$ cat config.mk
export PLATFORM = sky130hd
export DESIGN_NAME = rand_range_sampler_flat
export DESIGN_NICKNAME = d
export VERILOG_FILES = /design/src/rtl/rand_range_sampler_if.sv /design/src/rtl/rand_range_sampler.sv /design/src/flat_wrapper.sv
export SDC_FILE = /design/constraint.sdc
export NUM_CORES = 1
export LEC_CHECK = 0
export CORE_MARGIN = 10
export CORE_UTILIZATION = 49
export DETAILED_ROUTE_END_ITERATION = 8
export MAX_ROUTING_LAYER = met4
export PLACE_DENSITY = 0.9
export SYNTH_ARGS = -nofsm -noshare
export SYNTH_HDL_FRONTEND = slang
export SYNTH_SLANG_ARGS = --single-unit
$ cat constraint.sdc
create_clock -name clk -period 3.8 [get_ports clk]
set_clock_uncertainty 0.2 [all_clocks]
set_input_delay 0.57 -clock clk [delete_from_list [all_inputs] [get_ports clk]]
set_output_delay 0.57 -clock clk [all_outputs]
set_load 0.01 [all_outputs]
$ cat src/rtl/rand_range_sampler_if.sv
`default_nettype none
// ============================================================================
// rand_range_sampler_if : request/response bundle for rand_range_sampler
// Rev 1.0
// ============================================================================
interface rand_range_sampler_if #(
    parameter int WIDTH = 16
);
    logic             req_valid;
    logic             req_ready;
    logic [WIDTH-1:0] req_limit;
    logic             rsp_valid;
    logic             rsp_ready;
    logic [WIDTH-1:0] rsp_data;
    logic [3:0]       rsp_tries;
    logic             rsp_biased;
    logic             rsp_err;

    modport master (
        output req_valid, req_limit, rsp_ready,
        input  req_ready, rsp_valid, rsp_data, rsp_tries, rsp_biased, rsp_err
    );

    modport slave (
        input  req_valid, req_limit, rsp_ready,
        output req_ready, rsp_valid, rsp_data, rsp_tries, rsp_biased, rsp_err
    );
endinterface
`default_nettype wire

$ cat src/rtl/rand_range_sampler.sv
`default_nettype none
// ============================================================================
// rand_range_sampler : uniform integer in [0, limit) by masked rejection
// sampling of an LFSR stream, with a bounded-retry fold-down fallback.
// Rev 1.0
// ============================================================================
module rand_range_sampler #(
    parameter int WIDTH     = 16,
    parameter int MAX_TRIES = 8
) (
    input  wire logic        clk,
    input  wire logic        reset,
    input  wire logic [63:0] lfsr_state,
    rand_range_sampler_if.slave bus
);

    localparam logic [3:0] c_max_tries = 4'(MAX_TRIES);

    typedef enum logic [1:0] {
        IDLE = 2'd0,
        DRAW = 2'd1,
        RESP = 2'd2
    } state_t;

    state_t           state_q, state_d;
    logic             req_ready_q, req_ready_d;
    logic [WIDTH-1:0] limit_q, limit_d;
    logic [WIDTH-1:0] mask_q, mask_d;
    logic [WIDTH-1:0] data_q, data_d;
    logic [3:0]       tries_q, tries_d;
    logic             biased_q, biased_d;
    logic             err_q, err_d;

    logic [WIDTH-1:0] smear;
    logic [WIDTH-1:0] candidate;
    logic [3:0]       tries_inc;

    generate
        if (WIDTH < 64) begin : g_unused_hi
            logic unused_lfsr_hi;
            assign unused_lfsr_hi = ^lfsr_state[63:WIDTH];
        end
    endgenerate

    // Smear the top set bit of (limit-1) downward to get the smallest 2^k-1 cover.
    always_comb begin
        smear = bus.req_limit - WIDTH'(1);
        for (int i = 0; i < WIDTH; i++) begin
            smear = smear | (smear >> 1);
        end
    end

    assign candidate = lfsr_state[WIDTH-1:0] & mask_q;
    assign tries_inc = tries_q + 4'd1;

    always_comb begin
        state_d  = state_q;
        limit_d  = limit_q;
        mask_d   = mask_q;
        data_d   = data_q;
        tries_d  = tries_q;
        biased_d = biased_q;
        err_d    = err_q;

        case (state_q)
            IDLE: begin
                if (bus.req_valid && req_ready_q) begin
                    limit_d  = bus.req_limit;
                    mask_d   = smear;
                    tries_d  = 4'd0;
                    data_d   = '0;
                    biased_d = 1'b0;
                    err_d    = 1'b0;
                    if (bus.req_limit == '0) begin
                        err_d   = 1'b1;
                        state_d = RESP;
                    end else begin
                        state_d = DRAW;
                    end
                end
            end
            DRAW: begin
                tries_d = tries_inc;
                if (candidate < limit_q) begin
                    data_d   = candidate;
                    biased_d = 1'b0;
                    state_d  = RESP;
                end else if (tries_inc == c_max_tries) begin
                    // candidate <= mask < 2*limit, so one subtraction lands in range.
                    data_d   = candidate - limit_q;
                    biased_d = 1'b1;
                    state_d  = RESP;
                end
            end
            RESP: begin
                if (bus.rsp_ready) begin
                    state_d = IDLE;
                end
            end
            default: begin
                state_d = IDLE;
            end
        endcase

        req_ready_d = (state_d == IDLE);
    end

    always_ff @(posedge clk or negedge reset) begin
        if (!reset) begin
            state_q     <= IDLE;
            req_ready_q <= 1'b0;
            limit_q     <= '0;
            mask_q      <= '0;
            data_q      <= '0;
            tries_q     <= 4'd0;
            biased_q    <= 1'b0;
            err_q       <= 1'b0;
        end else begin
            state_q     <= state_d;
            req_ready_q <= req_ready_d;
            limit_q     <= limit_d;
            mask_q      <= mask_d;
            data_q      <= data_d;
            tries_q     <= tries_d;
            biased_q    <= biased_d;
            err_q       <= err_d;
        end
    end

    assign bus.req_ready  = req_ready_q;
    assign bus.rsp_valid  = (state_q == RESP);
    assign bus.rsp_data   = data_q;
    assign bus.rsp_tries  = tries_q;
    assign bus.rsp_biased = biased_q;
    assign bus.rsp_err    = err_q;

endmodule
`default_nettype wire

$ cat src/flat_wrapper.sv
// flat-port wrapper written by rule: the top's interface ports become plain ports
module rand_range_sampler_flat 
#(
    parameter int WIDTH     = 16,
    parameter int MAX_TRIES = 8
)
  (clk, reset, lfsr_state, bus_req_valid, bus_req_limit, bus_rsp_ready, bus_req_ready, bus_rsp_valid, bus_rsp_data, bus_rsp_tries, bus_rsp_biased, bus_rsp_err);
  rand_range_sampler_if #(.WIDTH(WIDTH)) bus_i ();
  input  wire logic clk;
  input  wire logic reset;
  input  wire logic [63:0] lfsr_state;
  input wire logic [$bits(bus_i.req_valid)-1:0] bus_req_valid;
  input wire logic [$bits(bus_i.req_limit)-1:0] bus_req_limit;
  input wire logic [$bits(bus_i.rsp_ready)-1:0] bus_rsp_ready;
  output wire logic [$bits(bus_i.req_ready)-1:0] bus_req_ready;
  output wire logic [$bits(bus_i.rsp_valid)-1:0] bus_rsp_valid;
  output wire logic [$bits(bus_i.rsp_data)-1:0] bus_rsp_data;
  output wire logic [$bits(bus_i.rsp_tries)-1:0] bus_rsp_tries;
  output wire logic [$bits(bus_i.rsp_biased)-1:0] bus_rsp_biased;
  output wire logic [$bits(bus_i.rsp_err)-1:0] bus_rsp_err;
  assign bus_i.req_valid = bus_req_valid;
  assign bus_i.req_limit = bus_req_limit;
  assign bus_i.rsp_ready = bus_rsp_ready;
  assign bus_req_ready = bus_i.req_ready;
  assign bus_rsp_valid = bus_i.rsp_valid;
  assign bus_rsp_data = bus_i.rsp_data;
  assign bus_rsp_tries = bus_i.rsp_tries;
  assign bus_rsp_biased = bus_i.rsp_biased;
  assign bus_rsp_err = bus_i.rsp_err;
  rand_range_sampler #(.WIDTH(WIDTH), .MAX_TRIES(MAX_TRIES)) u_core (.clk(clk), .reset(reset), .lfsr_state(lfsr_state), .bus(bus_i));
endmodule
==> flow_summary.ini, run 1 <==
[status]
status = finished, final reports clean

[synthesis]
ys.flop_type = dfrtp_1
synth_area_leaders = dfrtp_1, ha_1, o21ai_0
yosysWarnings = 0
synth_cells = 449
synthArstFlopShare_pct = 100.0
synthesis.nets = 554
yosysUniqueCellTypes = 64
syn_avg_cell_area_um2 = 8.786
synth-seq-cells = 57
yosysSeqAreaShare_pct = 36.16
synth_top_area_share_pct = 36.16
yosysMostFrequentCell = dfrtp_1
yosys-top-cells-count = dfrtp_1, nor2_1, o21ai_0
syn-cell-area_um2 = 3945
synth_edf_count = 0
yosysTopAreaCell = dfrtp_1

[setup_path]
startpoint_type = input port
cp_max_fo = 14
crit_type = input port to flip-flop
timing.rr.start = u_core.mask_q[2]$_DFFE_PN0P_
end_kind = flip-flop
slowest_stage = clkdlybuf4s50_1
path_common_cell = o21ai_0
required_ns = 3.80
rr_endpoint = u_core.bus.rsp_data[0]$_DFFE_PN0P_
reg2reg_slack_ns = 0.63
critPathMaxStageDelay_ns = 0.46
crit_chain = clkdlybuf4s50_1 -> nand2_1 -> ha_1 -> fa_1 -> nor2b_1 -> o2111a_1 -> nor4b_1 -> o21ba_2 -> a21o_1 -> o21ai_0 -> buf_4 -> o21ai_0
rr_worst_depth = 10
cp.arrival_ns = 3.49

[clock_network]
cts_buffer_depth = 2
cts_tree = yes
root_buffer = clkbuf_8
cts.sinks = 57
path_clk_slew_ns = 0.06
cts_buffers = 9
post_cts.repair.setup_buffers = 0
cts.repair.resized = 0
holdBufCountCts = 0
htree_levels = 3
clk_latency_ns = 0.34

[final_layout]
fin_util_pct = 63.98
instances_no_fill = 629
area_growth_pct = 25.98
drive_above_1_share_pct = 11.39
n_antenna_cell = 0
nets = 628

[die]
die_area_um2 = 12040
dieWidth_um = 109.7
die_y_um = 109.7
rows = 32
core_region_area_um2 = 7767
start_util_pct = 50.79
ioPinCount = 108

[timing]
max_slew.worst_pin.slew_ns = 0.8875
min_period_over_period_pct = 91.98
fin_crit_ns = 3.495
holdWs_ns = 0.1546
rsz0062_at_grt = no
relSlewSlack_pct = 40.83
tns_ns = 0
slew_violations = 0
finalSetupViolCount = 0
layout_setup_ws_ns = 0.3049
hold_viol = 0
fmax_mhz = 286.1

[drt]
wl_per_cell_um = 16.54
drt_iter0_drc = 156
num_vias = 3618
routed_wl_um = 10410
ant_nets = 0
vias_per_cell = 5.752
post-route-drc-count = 0
drt-pass1-iter-count = 4

[power]
seqPwrFrac_pct = 26.3
p_leak_nw = 2.051
ir_drop_v = 0.0003034
switching_share_pct = 41.50
clkPwrFrac_pct = 16.3
internal_power_mw = 1.997
combPwrFrac_pct = 57.4
switchingPower_mw = 1.416
power_density_nw_per_um2 = 686.7

[placement]
portBuffers = 59
hpwl_um = 8364
pre_cts_ws_ns = 0.0004070
place_inst = 614
gp_congestion = 0.9398

[grt]
antenna_found_initial = 0
grt_pass1_wl_um = 17290
grt.total_usage_pct = 18.41
grt_pass1_vias = 3626
grt_max_degree = 49
grt.overflow.total = 0

[flow_run]
timing.max_cap.violations = 0

[min_path]
hold_class = input port to asynchronous set/reset pin
[worst max-delay path by stage]
stage,start,to,depth (start not counted)
after global placement,lfsr_state[0],u_core.bus.rsp_data[1]$_DFFE_PN0P_,12
after CTS,lfsr_state[0],u_core.bus.rsp_data[12]$_DFFE_PN0P_,12
after detailed placement,lfsr_state[0],u_core.bus.rsp_data[0]$_DFFE_PN0P_,12
after global routing,lfsr_state[0],u_core.bus.rsp_data[10]$_DFFE_PN0P_,12
final,lfsr_state[0],u_core.bus.rsp_data[12]$_DFFE_PN0P_,12
after floorplan,lfsr_state[0],u_core.bus.rsp_data[8]$_DFFE_PN0P_,11
[power by group through the flow]
stage                     clock, mW  combinational [mW]  sequential (mW)
after floorplan                   0                1.30            0.909
after global placement            0                1.88            0.895
after detailed placement          0                1.94            0.908
after CTS                     0.567                1.95            0.897
after global routing          0.593                2.16            0.919
final                         0.557                1.96            0.898
[per-stage QoR]
stage               power, mW  cell area [µm²]
finish                  3.413             4970
global route            3.675             4970
CTS                     3.417             4970
detailed placement      2.845             4776
global placement        2.780             4776
floorplan               2.212             3945
[layout make-up]
class / instances / area (µm²)
clock buffer: 10 / 137.6
inverter: 23 / 86.33
sequential: 57 / 1426
timing repair buffer: 87 / 795.8
tap: 102 / 127.6
multi-input combinational: 345 / 2340
fill: 668 / 2798
clock inverter: 5 / 56.30
[state kept, by name, indices dropped and copies added (netlist names)]
name / cells
u_core.bus.req_ready: 1
u_core.bus.rsp_biased: 1
u_core.bus.rsp_data: 16
u_core.bus.rsp_err: 1
u_core.bus.rsp_tries: 4
u_core.limit_q: 16
u_core.mask_q: 16
u_core.state_q: 2
[logic make-up after synthesis]
kind of cell               count (synthesis)  share of synthesized area, %
buffers and inverters                     47                         4.789
DFF                                       57                         36.16
muxes                                     14                         3.616
xor gates and xnor gates                  21                         4.662
AOI/OAI and AO/OA                        126                         21.60
and+or+nand+nor                          163                         22.33
adders and majority gates                 21                         6.851
[cells in the final DEF (no fill, tap or decap), drive strengths merged, types with 13 or more instances in the layout]
cell,Yosys,layout
inv,23,23
nor2,41,41
ha,20,20
nand2,33,33
dfrtp,57,57
o211ai,21,21
clkdlybuf4s50,0,58
o21ai,40,40
buf,4,29
and2,17,17
nor3,16,16
xnor2,13,13
a21oi,18,18
[worst max-delay path, delay by kind of cell]
kind	cells	cell delay [ns]
buffers and inverters	2	0.70
AOI/OAI and AO/OA	5	1.15
adders and majority gates	2	0.68
and+or+nand+nor	3	0.38
[layer usage]
layer | vias to the layer above | global-route usage [%] | wire [µm]
met2 | 114 | 29.81 | 4988
met4 | 0 | 8.086 | 266
met5 | - | - | 0
met1 | 1713 | 22.32 | 4531
li1 | 1767 | - | -
met3 | 24 | 2.750 | 620
(Power assumes the default switching activity.)
==> run 2, diff against run 1 <==
--- a/config.mk
+++ b/config.mk
@@ -6,10 +6,10 @@
 export NUM_CORES = 1
 export LEC_CHECK = 0
 export CORE_MARGIN = 10
-export CORE_UTILIZATION = 49
+export CORE_UTILIZATION = 50
 export DETAILED_ROUTE_END_ITERATION = 8
 export MAX_ROUTING_LAYER = met4
-export PLACE_DENSITY = 0.9
+export PLACE_DENSITY = 0.92
 export SYNTH_ARGS = -nofsm -noshare
 export SYNTH_HDL_FRONTEND = slang
 export SYNTH_SLANG_ARGS = --single-unit
==> constraint.sdc (replaced) <==
create_clock -name clk -period 4.39 [get_ports clk]
set_clock_uncertainty 0.2 [all_clocks]
set_input_delay 0.6585 -clock clk [delete_from_list [all_inputs] [get_ports clk]]
set_output_delay 0.6585 -clock clk [all_outputs]
set_load 0.01 [all_outputs]
==> run 2 against run 1 <==
Compared with the run above: cell area down 2.8%; utilization down 1.2 points; via count down 0.58%; clock power down 21%; first-iteration DRC count up 63%; critical path depth down 4; sequential share of layout area up 0.83 points; routed wire length down 0.25%; non-clock buffer count down 16; sequential cell count unchanged; clock-buffer cell count up 3; global-route usage up 0.068 points; largest cell class unchanged; highest routed layer unchanged.
==> flow_summary.ini, run 2 (same netlist as run 1, synthesis figures left out) <==
[status]
status = finished, final reports clean

[final_layout]
mostFrequentLayoutCell = clkdlybuf4s50_1
area_growth_pct = 22.42
instances_no_fill = 614
final_cell_mix = clkdlybuf4s50_1, dfrtp_1, nor2_1
fillers = 629
final_area_um2 = 4830
drive_above_1_share_pct = 8.398
fin_util_pct = 62.83
nets = 612
n_antenna_cell = 0

[timing]
fmax_mhz = 274.3
max_slew.worst_pin.slew_ns = 0.7522
layout_setup_ws_ns = 0.7448
rsz0062_at_grt = no
tns_ns = 0
min_period_over_period_pct = 83.04
slew_violations = 0
finalSetupViolCount = 0
fin_crit_ns = 3.645
relSlewSlack_pct = 49.58
holdWs_ns = 0.2465
hold_viol = 0

[clock_network]
cts_buffer_depth = 2
cts.repair.resized = 0
cts_tree = yes
cts.sinks = 57
path_clk_slew_ns = 0.06
clk_latency_ns = 0.35
cts_buffers = 9
holdBufCountCts = 0
root_buffer = clkbuf_8
post_cts.repair.setup_buffers = 0
htree_levels = 3

[drt]
vias_per_cell = 5.858
post-route-drc-count = 0
num_vias = 3597
ant_nets = 0
drt-pass1-iter-count = 4
wl_per_cell_um = 16.91
routed_wl_um = 10380
drt_iter0_drc = 255

[die]
rows = 32
core_region_area_um2 = 7687
dieWidth_um = 108.8
ioPinCount = 108
start_util_pct = 51.32
die_area_um2 = 11840
die_y_um = 108.8

[grt]
grt_max_degree = 58
grt_pass1_vias = 3615
antenna_found_initial = 0
grt.overflow.total = 0
grt_pass1_wl_um = 17220
grt.total_usage_pct = 18.48

[placement]
place_inst = 598
postPlaceCellArea_um2 = 4656
gp_congestion = 0.9620
portBuffers = 59
hpwl_um = 8032
pre_cts_ws_ns = 0.4090

[setup_path]
crit_chain = clkdlybuf4s50_1 -> nor4_4 -> nand3_2 -> or4_4 -> a2111oi_4 -> nand4_4 -> nor4_4 -> a21oi_1
cp.arrival_ns = 3.67
crit_buf_inv = 1
crit_type = input port to flip-flop
critPathMaxStageDelay_ns = 0.61
cp.depth = 8
critPathTopFamily = simple AND/OR/NAND/NOR gates
required_ns = 4.42
path_common_cell = nor4_4
end_kind = flip-flop
cp_max_fo = 10
slowest_stage = nor4_4
startpoint_type = input port
rr_worst_depth = 10

[flow_run]
timing.max_cap.violations = 0

[power]
ir_drop_v = 0.0002599
p_leak_nw = 1.969
p_total_mw = 2.842
power_density_nw_per_um2 = 588.4

[min_path]
hold_class = input port to asynchronous set/reset pin
-- run 2: cell count changes in the layout (fill, tap and decap cells not counted) --
cell,change
clkinvlp_4,-1
buf_4,-16
clkbuf_8,+1
clkbuf_1,+2
clkinv_4,-1
bufinv_16,-1
clkinv_2,+1
-- run 2: final cells by class --
| type | count | area (µm²) | share of cell area (%) |
|---|---|---|---|
| timing repair buffer | 71 | 675.6 | 13.99 |
| multi-input combinational | 345 | 2340 | 48.45 |
| sequential | 57 | 1426 | 29.53 |
| tap | 102 | 127.6 | 2.642 |
| clock inverter | 3 | 15.01 | 0.3109 |
| clock buffer | 13 | 158.9 | 3.290 |
| inverter | 23 | 86.33 | 1.788 |
-- run 2: path summary, 6_finish.rpt --
check / from / endpoint / slack [ns]
min: reset / u_core.bus.rsp_data[0]$_DFFE_PN0P_ / 0.25
min in group clk: u_core.bus.rsp_err$_DFFE_PN0P_ / u_core.bus.rsp_err$_DFFE_PN0P_ / 0.29
min reg2reg: u_core.bus.rsp_err$_DFFE_PN0P_ / u_core.bus.rsp_err$_DFFE_PN0P_ / 0.29
max: bus_req_limit[3] / u_core.mask_q[0]$_DFFE_PN0P_ / 0.74
max in group asynchronous: reset / u_core.limit_q[15]$_DFFE_PN0P_ / 3.29
max reg2reg: u_core.mask_q[2]$_DFFE_PN0P_ / u_core.bus.rsp_data[8]$_DFFE_PN0P_ / 1.22
-- run 2: worst register-to-register path, delay by kind of cell, from the launching register on --
family | cells | cell delay (ns)
DFF | 1 | 0.37
adders and majority gates | 1 | 0.33
buffers and inverters | 1 | 0.21
and+or+nand+nor | 3 | 0.75
AOI/OAI and AO/OA | 5 | 1.22
-- run 2: routing by layer --
layer | global-route usage [%] | vias up | wire length (µm)
li1 | - | 1739 | -
met1 | 21.98 | 1701 | 4384
met2 | 30.47 | 138 | 5127
met3 | 3.304 | 19 | 655
met4 | 7.250 | 0 | 211
met5 | - | - | 0
-- run 2: where the power goes --
group / total (mW) / internal, mW / leakage, nW / switching, mW
clock network: 0.438 / 0.233 / 0.0932 / 0.205
registers: 0.775 / 0.684 / 0.676 / 0.0910
logic: 1.63 / 0.734 / 1.20 / 0.895
==> run 3, diff against run 2 <==
--- a/config.mk
+++ b/config.mk
@@ -6,10 +6,10 @@
 export NUM_CORES = 1
 export LEC_CHECK = 0
 export CORE_MARGIN = 10
-export CORE_UTILIZATION = 50
+export CORE_UTILIZATION = 44
 export DETAILED_ROUTE_END_ITERATION = 8
 export MAX_ROUTING_LAYER = met4
-export PLACE_DENSITY = 0.92
+export PLACE_DENSITY = 0.86
 export SYNTH_ARGS = -nofsm -noshare
 export SYNTH_HDL_FRONTEND = slang
 export SYNTH_SLANG_ARGS = --single-unit
==> constraint.sdc (replaced) <==
create_clock -name clk -period 3.1 [get_ports clk]
set_clock_uncertainty 0.2 [all_clocks]
set_input_delay 0.465 -clock clk [delete_from_list [all_inputs] [get_ports clk]]
set_output_delay 0.465 -clock clk [all_outputs]
set_load 0.01 [all_outputs]
==> run 3 against run 2 <==
Compared with the run above: global-route usage down 0.68 points; total power is 62% higher; hold slack gained 0.034 ns; setup slack worse by 0.66 ns; routed wire length is 11% higher; combinational power increased by 79%; first-iteration DRC count grew 7.5%; utilization increased by 0.65 points; sequential power is 42% higher; final cell count up 14%; largest cell class unchanged; largest power group unchanged.
==> flow_summary.ini, run 3 (same netlist as run 1, synthesis figures left out) <==
[drt]
drt-pass1-iter-count = 4
vias_per_cell = 5.692
post-route-drc-count = 0
num_vias = 3973
routed_wl_um = 11550
drt_iter0_drc = 274
wl_per_cell_um = 16.55
ant_nets = 0

[clock_network]
htree_levels = 3
cts_buffers = 9
path_clk_slew_ns = 0.07
clk_latency_ns = 0.35
root_buffer = clkbuf_8
cts.sinks = 57
cts_tree = yes
cts_buffer_depth = 2

[setup_path]
timing.rr.start = u_core.mask_q[2]$_DFFE_PN0P_
startpoint = lfsr_state[2]
cp_max_fo = 4
end_kind = flip-flop
crit_type = input port to flip-flop
cp.arrival_ns = 3.09
startpoint_type = input port
required_ns = 3.18

[grt]
grt_pass1_wl_um = 18840
grtUsageMet3_pct = 3.197
grt.overflow.total = 0
gr-usage-met1_pct = 20.29
grt_pass1_vias = 3975
top_usage_layer = met2
grt_max_degree = 32
use_met2_pct = 30.05
grt.total_usage_pct = 17.80
antenna_found_initial = 0

[timing]
slew_violations = 0
holdWs_ns = 0.2809
min_period_over_period_pct = 97.34
relSlewSlack_pct = 56.30
hold_viol = 0
finalSetupViolCount = 0
fin_crit_ns = 3.017
tns_ns = 0
max_slew.worst_pin.slew_ns = 0.6555
fmax_mhz = 331.4

[placement]
hpwl_um = 8885
portBuffers = 59
gp_congestion = 0.8990
postPlaceCellArea_um2 = 5196

[power]
power_density_nw_per_um2 = 831.0
p_leak_nw = 2.384
ir_drop_v = 0.0003955

[final_layout]
nets = 691
fillers = 668
final_area_um2 = 5535
n_antenna_cell = 0
mostFrequentLayoutCell = buf_4
final_cell_mix = buf_4, dfrtp_1, clkdlybuf4s50_1
drive_above_1_share_pct = 22.71
area_growth_pct = 40.31

[die]
ioPinCount = 108
core_region_area_um2 = 8721
rows = 34
die_y_um = 114.7
die_area_um2 = 13150
start_util_pct = 45.24
dieWidth_um = 114.7

[flow_run]
timing.max_cap.violations = 0

[min_path]
hold_class = flip-flop to flip-flop
hp-start = u_core.mask_q[14]$_DFFE_PN0P_

[status]
status = finished, final reports clean
run 3: path summary, 6_finish.rpt:
kind,end,slack (ns),depth (start not counted)
hold reg to reg,u_core.mask_q[14]$_DFFE_PN0P_,0.28,2
max in group asynchronous,u_core.limit_q[8]$_DFFE_PN0P_,1.43,3
min in group asynchronous,u_core.bus.rsp_data[2]$_DFFE_PN0P_,0.47,2
hold / removal,u_core.mask_q[14]$_DFFE_PN0P_,0.28,2
setup / recovery,u_core.bus.rsp_data[0]$_DFFE_PN0P_,0.08,11
setup reg to reg,u_core.bus.rsp_data[0]$_DFFE_PN0P_,0.24,10
run 3: final cells by class:
type                            count  area, µm²  area share [%]
Clock buffer                       11      141.4           2.554
Clock inverter                      4      20.02          0.3617
Inverter                           23      86.33           1.560
Multi-Input combinational cell    345       2431           43.92
Sequential cell                    57       1426           25.77
Tap cell                          108      135.1           2.441
Timing Repair Buffer              150       1295           23.40
run 3: where the power goes:
group | switching, mW | total, mW | internal [mW]
clock network | 0.289 | 0.591 | 0.301
registers | 0.131 | 1.10 | 0.970
logic | 1.48 | 2.91 | 1.43
run 3: per-stage QoR:
| step | utilization (%) | std cells | total power [mW] | setup WS, ns |
|---|---|---|---|---|
| global placement | 59.58 | 675 | 3.595 | -0.3324 |
| CTS | 62.37 | 696 | 4.471 | 0.01933 |
| detailed placement | 59.58 | 675 | 3.733 | -0.4484 |
| floorplan | - | 449 | 2.722 | 0.004542 |
| global route | 63.47 | 698 | 4.917 | -0.005749 |
| finish | 63.47 | 698 | 4.600 | 0.08258 |
run 3: metal layers:
layer	part of all wire, %	up-vias	routed length, µm
met2	50	161	5783
met5	0	-	0
met3	5.8	26	669
li1	-	1889	-
met1	41	1897	4779
met4	2.8	0	322
run 3: what timing repair did:
| action | in CTS | in global routing |
|---|---|---|
| gates resized for setup | 12 | 19 |
| hold buffers | 1 | 0 |
| pin swaps | 4 | 6 |
| setup endpoints to repair | 18 | 22 |
| endpoints found under the hold margin | 26 | 0 |
| gates cloned | 2 | 0 |
| buffers inserted | 3 | 2 |
run 3: critical path, stage by stage:
cell and delay (ns):
clkdlybuf4s50_1 0.40, and2_1 0.17, ha_1 0.29, nor2b_2 0.17
o2111a_2 0.28, nor4b_4 0.26, o21ba_4 0.23, a21o_1 0.19
buf_4 0.16, mux2_2 0.33, o21ai_0 0.14
